$ cat src/rtl/arch_rf_pkg.sv
// Shared types and sizing for the architectural register file.
// Optional feature: define ARCH_RF_X0_ZERO_EN to hard-wire register 0 to zero.
`ifndef ARCH_REG_NUM
`define ARCH_REG_NUM 32
`endif
`ifndef REG_VAL_WIDTH
`define REG_VAL_WIDTH 32
`endif
`ifndef MAX_NUM_OF_COMMITS
`define MAX_NUM_OF_COMMITS 2
`endif

package arch_rf_pkg;
  localparam int RF_NUM_REGS    = `ARCH_REG_NUM;
  localparam int RF_DATA_W      = `REG_VAL_WIDTH;
  localparam int RF_NUM_COMMITS = `MAX_NUM_OF_COMMITS;
  localparam int RF_CLR_PER_CYC = 4;
  localparam int RF_AW          = $clog2(RF_NUM_REGS);

`ifdef ARCH_RF_X0_ZERO_EN
  localparam bit RF_X0_ZERO = 1'b1;
`else
  localparam bit RF_X0_ZERO = 1'b0;
`endif

  // A single-step sweep still needs a 1-bit counter.
  function automatic int cnt_width(input int n);
    return (n > 1) ? $clog2(n) : 1;
  endfunction

  localparam int SWEEP_CNT_W = cnt_width(RF_NUM_REGS / RF_CLR_PER_CYC);

  typedef logic [RF_AW-1:0]     arch_reg_idx_t;
  typedef logic [RF_DATA_W-1:0] reg_val_t;
  typedef enum logic {RF_IDLE, RF_CLEAR} arch_rf_state_e;
endpackage

$ cat src/rtl/arch_rf_fwd_mux.sv
// Per-read-port priority forward mux: the highest-index matching commit overrides the array value.
// Honours ARCH_RF_X0_ZERO_EN through the package flag (register 0 always reads zero).
module arch_rf_fwd_mux
  import arch_rf_pkg::*;
#(
  parameter int DATA_W      = RF_DATA_W,
  parameter int NUM_COMMITS = RF_NUM_COMMITS,
  parameter int AW          = RF_AW
) (
  input  logic [AW-1:0]                        rd_addr,
  input  logic [DATA_W-1:0]                    arr_val,
  input  logic [NUM_COMMITS-1:0]               cm_wr_en,
  input  logic [NUM_COMMITS-1:0][AW-1:0]       cm_reg,
  input  logic [NUM_COMMITS-1:0][DATA_W-1:0]   cm_val,
  output logic [DATA_W-1:0]                    fwd_val
);

  always_comb begin
    fwd_val = arr_val;
    // Ascending scan so a later (higher) port overrides an earlier match.
    for (int i = 0; i < NUM_COMMITS; i++) begin
      if (cm_wr_en[i] && (cm_reg[i] == rd_addr)) fwd_val = cm_val[i];
    end
    if (RF_X0_ZERO && (rd_addr == '0)) fwd_val = '0;
  end

endmodule

$ cat src/rtl/arch_regfile_mp.sv
// Multi-port architectural register file: commit writes, forwarded registered reads, bulk clear.
// ARCH_RF_X0_ZERO_EN (see arch_rf_pkg) makes register 0 read-only zero.
module arch_regfile_mp
  import arch_rf_pkg::*;
#(
  parameter int NUM_REGS       = RF_NUM_REGS,
  parameter int DATA_W         = RF_DATA_W,
  parameter int NUM_COMMITS    = RF_NUM_COMMITS,
  parameter int NUM_READ_PORTS = 2,
  parameter int CLR_PER_CYC    = RF_CLR_PER_CYC,
  localparam int AW            = $clog2(NUM_REGS)
) (
  input  logic                                      clk,
  input  logic                                      reset_n,
  input  logic [NUM_READ_PORTS-1:0]                 rd_req,
  input  logic [NUM_READ_PORTS-1:0][AW-1:0]         rd_addr,
  output logic                                      rd_ready,
  output logic [NUM_READ_PORTS-1:0]                 rd_valid,
  output logic [NUM_READ_PORTS-1:0][DATA_W-1:0]     rd_data,
  input  logic [NUM_COMMITS-1:0]                    cm_wr_en,
  input  logic [NUM_COMMITS-1:0][AW-1:0]            cm_reg,
  input  logic [NUM_COMMITS-1:0][DATA_W-1:0]        cm_val,
  output logic                                      cm_stall,
  input  logic                                      clr_req,
  output logic                                      clr_busy,
  output logic                                      clr_done,
  output logic                                      err_wr_drop
);

  localparam int SWEEPS = NUM_REGS / CLR_PER_CYC;
  localparam int CNT_W  = cnt_width(SWEEPS);
  localparam logic [CNT_W-1:0] LAST_SWEEP = CNT_W'(SWEEPS - 1);

  arch_rf_state_e                         state_q, state_d;
  logic [CNT_W-1:0]                       cnt_q, cnt_d;
  logic [DATA_W-1:0]                      regs_q [NUM_REGS];
  logic [DATA_W-1:0]                      regs_d [NUM_REGS];
  logic [NUM_READ_PORTS-1:0]              rd_valid_q, rd_valid_d;
  logic [NUM_READ_PORTS-1:0][DATA_W-1:0]  rd_data_q, rd_data_d, fwd_data;
  logic                                   err_q, err_d;
  logic                                   idle;
  logic [AW-1:0]                          clr_idx;

  assign idle        = (state_q == RF_IDLE);
  assign rd_ready    = idle;
  assign cm_stall    = !idle;
  assign clr_busy    = !idle;
  assign clr_done    = !idle && (cnt_q == LAST_SWEEP);
  assign rd_valid    = rd_valid_q;
  assign rd_data     = rd_data_q;
  assign err_wr_drop = err_q;

  always_comb begin
    state_d = state_q;
    cnt_d   = cnt_q;
    err_d   = err_q;
    case (state_q)
      RF_IDLE: begin
        if (clr_req) state_d = RF_CLEAR;
      end
      RF_CLEAR: begin
        if (|cm_wr_en) err_d = 1'b1;
        if (cnt_q == LAST_SWEEP) begin
          state_d = RF_IDLE;
          cnt_d   = '0;
        end else begin
          cnt_d = cnt_q + CNT_W'(1);
        end
      end
      default: state_d = RF_IDLE;
    endcase
  end

  always_comb begin
    clr_idx = '0;
    for (int r = 0; r < NUM_REGS; r++) regs_d[r] = regs_q[r];
    if (idle) begin
      // Later ports overwrite earlier ones, giving highest-index priority.
      for (int i = 0; i < NUM_COMMITS; i++) begin
        if (cm_wr_en[i] && !(RF_X0_ZERO && (cm_reg[i] == '0))) regs_d[cm_reg[i]] = cm_val[i];
      end
    end else begin
      for (int k = 0; k < CLR_PER_CYC; k++) begin
        clr_idx         = AW'(int'(cnt_q) * CLR_PER_CYC + k);
        regs_d[clr_idx] = '0;
      end
    end
  end

  for (genvar gi = 0; gi < NUM_READ_PORTS; gi++) begin : g_rd
    arch_rf_fwd_mux #(
      .DATA_W      (DATA_W),
      .NUM_COMMITS (NUM_COMMITS),
      .AW          (AW)
    ) u_fwd (
      .rd_addr  (rd_addr[gi]),
      .arr_val  (regs_q[rd_addr[gi]]),
      .cm_wr_en (cm_wr_en),
      .cm_reg   (cm_reg),
      .cm_val   (cm_val),
      .fwd_val  (fwd_data[gi])
    );

    assign rd_valid_d[gi] = rd_req[gi] && idle;
    assign rd_data_d[gi]  = rd_valid_d[gi] ? fwd_data[gi] : rd_data_q[gi];
  end

  always_ff @(posedge clk or negedge reset_n) begin
    if (!reset_n) begin
      state_q    <= RF_IDLE;
      cnt_q      <= '0;
      err_q      <= 1'b0;
      rd_valid_q <= '0;
      rd_data_q  <= '0;
      for (int r = 0; r < NUM_REGS; r++) regs_q[r] <= DATA_W'(r);
    end else begin
      state_q    <= state_d;
      cnt_q      <= cnt_d;
      err_q      <= err_d;
      rd_valid_q <= rd_valid_d;
      rd_data_q  <= rd_data_d;
      for (int r = 0; r < NUM_REGS; r++) regs_q[r] <= regs_d[r];
    end
  end

endmodule
$ cat config.mk
export PLATFORM = sky130hd
export DESIGN_NAME = arch_regfile_mp
export DESIGN_NICKNAME = d
export VERILOG_FILES = /design/src/rtl/arch_rf_pkg.sv /design/src/rtl/arch_rf_fwd_mux.sv /design/src/rtl/arch_regfile_mp.sv
export SDC_FILE = /design/constraint.sdc
export NUM_CORES = 2
export LEC_CHECK = 0
export BUFFER_PORTS_ARGS = -buffer_cell sky130_fd_sc_hd__buf_4
export CAP_MARGIN = 30
export CORE_ASPECT_RATIO = 0.5
export CORE_UTILIZATION = 38
export CTS_BUF_LIST = sky130_fd_sc_hd__clkbuf_2 sky130_fd_sc_hd__clkbuf_4 sky130_fd_sc_hd__clkbuf_8
export CTS_CLUSTER_SIZE = 14
export DETAILED_ROUTE_END_ITERATION = 8
export SYNTH_ARGS = -nofsm -noshare
export SYNTH_HDL_FRONTEND = slang
export SYNTH_HIERARCHICAL = 1
export SYNTH_SLANG_ARGS = --single-unit
$ cat constraint.sdc
create_clock -name clk -period 1.8 [get_ports clk]
set_input_delay 0.36 -clock clk [delete_from_list [all_inputs] [get_ports clk]]
set_output_delay 0.36 -clock clk [all_outputs]
set_load 0.02 [all_outputs]
Yosys cells after proc, flatten, opt, wreduce, memory -nomap -nowiden
Index checks and enable logic that the tools add are counted.
- add/sub/neg operators: 4
- magnitude comparators: 14
- equality and inequality tests: 5
- mux-type cells: 32
- bitwise operators: 17
- reductions and logical operators: 15
- operators with widths (operator ; number):
    $and 1024x1024->1024 ; 4
    $mux 1024 ; 4
    $not 1024->1024 ; 4
    $bwmux 1024 ; 2
    $demux 32 s5 ; 6
    $mux 32 ; 14
    $bmux 32 s5 ; 2
    $ge 6x6->1 const B ; 8
    $not 5->6 ; 8
    $lt 6x1->1 const B ; 6
    $eq 5x5->1 ; 4
    $logic_and 1x1->1 ; 13
    $add 5x2->5 const B ; 2
    $add 5x1->5 const B ; 1
    $add 3x1->3 const B ; 1
    $eq 3x3->1 const B ; 1
    $mux 3 ; 1
    $mux 1 ; 2
    $pmux 1 s2 ; 1
    $reduce_and 2->1 ; 1
    $reduce_or 2->1 ; 1
    $not 1->1 ; 1
- flip-flop bits (word level): 1095
- output and inout bits: 71

Depth between registers and ports, before layout
- depth after elaboration: 11
- depth in mapped cells: 11

By module
Netlist, hierarchy kept.
- modules (own cells, without submodules) (module ; times used ; cells each ; area an instance (µm²) ; sequential area each (µm²)):
    arch_regfile_mp ; 1 ; 10615 ; 79152.2 ; 27501.4
    arch_rf_fwd_mux ; 2 ; 171 ; 1003.5 ; 0.0

Worst setup path after synthesis
Ideal clock, no wire load.
- path type: input to register
- start point: input port rd_addr[1] in the netlist's numbering
- end point: register rd_data_q (netlist bit rd_data[25])
- setup time: 0.125 ns
- data arrival time: 2.214 ns
- required time: 1.675 ns
- slack: -0.539 ns
- stages: 11
- path through: buf_2 -> clkbuf_1 -> buf_2 -> buf_2 -> mux2i_1 -> a22oi_1 -> a31oi_1 -> nand3_1 -> o21ai_0 -> a31oi_1 -> mux2_2
- RTL lines (what ; line ; source):
    from (decl) ; arch_regfile_mp.sv:16 ; input logic [NUM_READ_PORTS-1:0][AW-1:0] rd_addr,
    to (signal assigned) ; arch_regfile_mp.sv:121 ; rd_data_q <= rd_data_d;
    to (decl) ; arch_regfile_mp.sv:39 ; logic [NUM_READ_PORTS-1:0][DATA_W-1:0] rd_data_q, rd_data_d, fwd_data;

Worst setup path in the final report
- start point: register cnt_q[0]
- end point: output port clr_done
- longest elaborated chain between the ends: 2
- ends and longest elaborated chain (what ; line ; source):
    from (decl) ; arch_regfile_mp.sv:35 ; logic [CNT_W-1:0] cnt_q, cnt_d;
    from (signal assigned) ; arch_regfile_mp.sv:118 ; cnt_q <= cnt_d;
    $eq 3x3->1 ; arch_regfile_mp.sv:48 ; assign clr_done = !idle && (cnt_q == LAST_SWEEP);
    $logic_and 1x1->1 ; arch_regfile_mp.sv:48 ;
    to (decl) ; arch_regfile_mp.sv:26 ; output logic clr_done,
Every way passes these cells.

==> reports/qor.yml <==
setup_path:
  reg2regPathDepth: 10
  path_max_fanout: 2
  cp_slowest_stage_delay_ns: 0.39
  arrival_ns: 2.02
  endpoint_kind: "output port"
  r2r_start: "clr_busy"
  crit_required_ns: 1.44
  critPathKind: "reg -> out"
  critPathSlowestCell: "dfrtp_1"
  startpoint: "cnt_q[0]"
  worst_setup_path_start_kind: "flip-flop"
  worstPathCellList: "ha_2 -> ha_4 -> and2_4 -> buf_6"
  r2r_end: "regs_q[94]"
  crit_end: "clr_done"
  r2r_slack_ns: -0.22
finish:
  syn2layout_area_growth_pct: 30.88
  nFillCells: 19514
  utilization_pct: 50.27
  nets: 11843
  drive_above_1_share_pct: 21.48
  final_cells: 14750
global_routing:
  antenna_found_initial: 18
  grt_use_total_pct: 36.07
  grt_start_max_net_pins: 120
  grt-ovfl-total: 0
  grt_pass1_wl_mm: 587.9
  grt_pass1_vias: 86452
yosys:
  ys_ff_latch: 1095
  synthCells: 10957
  synth_edf_count: 0
  yosysUniqueCellTypes: 45
  yosys_most_used_dff: "dfrtp_1"
  yosysWarnings: 6
  synth.area.top_cells: "dfrtp_1, nand2_1, mux2i_1"
  seq_area_frac_synth_pct: 33.89
  avgSynthCellArea_sq_um: 7.407
  netlist_area_sq_um: 81160
  synth_top_area_cell: "dfrtp_1"
  synth_top_area_share_pct: 31.30
  syn_nets: 11050
  synth.most_common_cell: "nand2_1"
  yosys-top-cells-count: "nand2_1, nor2_1, and3_1, mux2i_1, o31ai_1"
  synth-async-reset-ratio_pct: 100.0
place:
  io_buffers: 161
  dp_cells: 14248
  gp_congestion: 1.037
  dp_slack_ns: -1.224
  hpwl_mm: 264.6
clock_tree:
  clk_pin_slew_ns: 0.07
  clock_latency_ns: 1.00
  root_buffer: "clkbuf_8"
  cts.path.max_buffers: 4
  cts_max_level: 4
  cts_tree: "built"
  cts_sinks: 1095
  cts_buffers: 194
die:
  coreArea_sq_um: 211300
  die_area_sq_um: 215500
  pin_count: 162
  num_rows: 119
  start_util_pct: 38.41
  die_h_um: 328.8
  die_x_um: 655.6
power_and_ir_drop:
  p_int_uw: 80810
  p_comb_share_pct: 48.5
  irDropWorstVdd_uv: 1596
  power.share.clock_pct: 18.9
  seqPwrFrac_pct: 32.6
  p_sw_uw: 59170
  power_density_nw_per_um2: 1318
  p_sw_share_pct: 42.27
  cellLeakagePower_uw: 0.04527
route:
  antenna_left: 0
  drt-initial-drc-count: 14206
  wl_mm: 413.3
  via_count: 93482
  drt_first_pass_iters: 9
  wire_per_inst_um: 28.02
  avgViaCountPerCell: 6.338
  drc: 0
run:
  drv_cap: 0
run_status:
  outcome: "complete, but fails checks"
  violations: "setup timing"
sta:
  max_slew_margin_pct: 47.58
  max_freq_mhz: 420.4
  finClkSkew_ns: 0.07906
  whs_ns: 0.07818
  hold_viol: 0
  drv_slew: 0
  fin_crit_sh_pct: 132.1
  min_period_ns: 2.379
  setup_viol: 840
  worst_slew_pin_slew_ns: 0.7863
  rsz0062_at_grt: "yes"
  worst_slack_ns: -0.5785
hold_path:
  hp-class: "in -> reg"
-- per-stage QoR --
step | TNS [ns] | total power [uW] | area (sq um)
6_report | -70.68 | 140000 | 106200
5_1_grt | -86.45 | 145800 | 106200
4_1_cts | -24.59 | 132200 | 104600
3_5_place_dp | -333.12 | 102000 | 97130
3_3_place_gp | -298.42 | 100300 | 97130
2_1_floorplan | -7.756 | 76190 | 82040
-- final cells by class --
class	instances	area, sq um	share of cell area [%]
clock inverters	23	147.6	0.1390
clock buffers	322	4019	3.784
inverters	4	18.77	0.01767
multi-input cells	8722	51780	48.75
well taps	2843	3557	3.349
flip-flops and latches	1095	27540	25.93
repair buffers	1733	19130	18.01
diodes	8	20.02	0.01885
-- layer usage --
| metal | track usage, % | up-vias | share of wire, % |
|---|---|---|---|
| li1 | - | 39613 | - |
| met1 | 47.08 | 45250 | 38 |
| met2 | 51.45 | 7008 | 41 |
| met3 | 13.73 | 1601 | 15 |
| met4 | 19.24 | 10 | 6.1 |
| met5 | 0 | - | 0.056 |
-- logic make-up after synthesis --
family | synth area share, %
AND/OR/NAND/NOR | 31.36
adder cells (fa/ha/maj) | 0.03083
XOR/XNOR | 0.2343
flip-flops | 33.89
buffers and inverters | 5.652
AO/OA/AOI/OAI | 15.29
multiplexers | 13.54
-- power by group through the flow --
| stage | Clock, uW | Sequential, uW | Combinational, uW |
|---|---|---|---|
| 4_1_cts | 26300 | 44700 | 61200 |
| 6_report | 26500 | 45600 | 67900 |
| 3_3_place_gp | 0 | 44600 | 55700 |
| 5_1_grt | 27500 | 46300 | 72000 |
| 2_1_floorplan | 0 | 42800 | 33400 |
| 3_5_place_dp | 0 | 44700 | 57200 |
-- repair_timing --
item | in CTS | in global routing
hold buffers | 67 | 0
endpoints found under the setup margin | 135 | 961
pin swaps | 146 | 144
hold endpoints to repair | 1769 | 0
setup buffers | 73 | 47
gates cloned | 8 | 29
gates resized for setup | 491 | 155
-- cells in the final DEF (no fill, tap or decap), drive strengths merged --
cell and count:
nand2 3331, buf 1639, nor2 1057, and3 1025, mux2i 1025, o31ai 1024, dfrtp 1015, clkbuf 348
nand3 200, a21oi 192, a22oi 192, nor3 138, a31oi 132, a22o 128, dfstp 80, nand4 69
dlygate4sd3 67, o21ai 67, mux2 65, xnor2 20, clkinv 19, nand2b 13, nor2b 12, diode 8
and2 7, clkinvlp 4, or2 4, and4bb 3, nand4b 3, and4b 3, inv 3, and4 3
o31a 3, nand4bb 2, ha 2, nor4b 1, or4b 1, bufinv 1, bufbuf 1
-- registers in the layout (all words and copies together) (netlist names) --
name	cells
clr_busy	1
rd_valid	2
cnt_q	3
rd_data	64
regs_q	1024
err_wr_drop	1
-- worst max-delay path: cells and delay by family (launching register included) --
kind / cells / cell delay, ns
adders and majority gates: 2 / 0.38
buffers and inverters: 1 / 0.12
and+or+nand+nor: 1 / 0.14
DFF: 1 / 0.39
-- how the worst min path moves through the flow --
stage,startpoint,endpoint,slack (ns),cells after the start
4_1_cts,cm_val[16],regs_q[688],0.02,4
2_1_floorplan,reset_n,clr_busy,0.06,0
5_1_grt,cm_val[16],regs_q[272],0.08,4
6_report,cm_val[16],regs_q[688],0.08,4
3_3_place_gp,reset_n,regs_q[995],0.26,1
3_5_place_dp,reset_n,regs_q[995],0.26,1
Note: power is estimated with default switching activity, not from simulation.
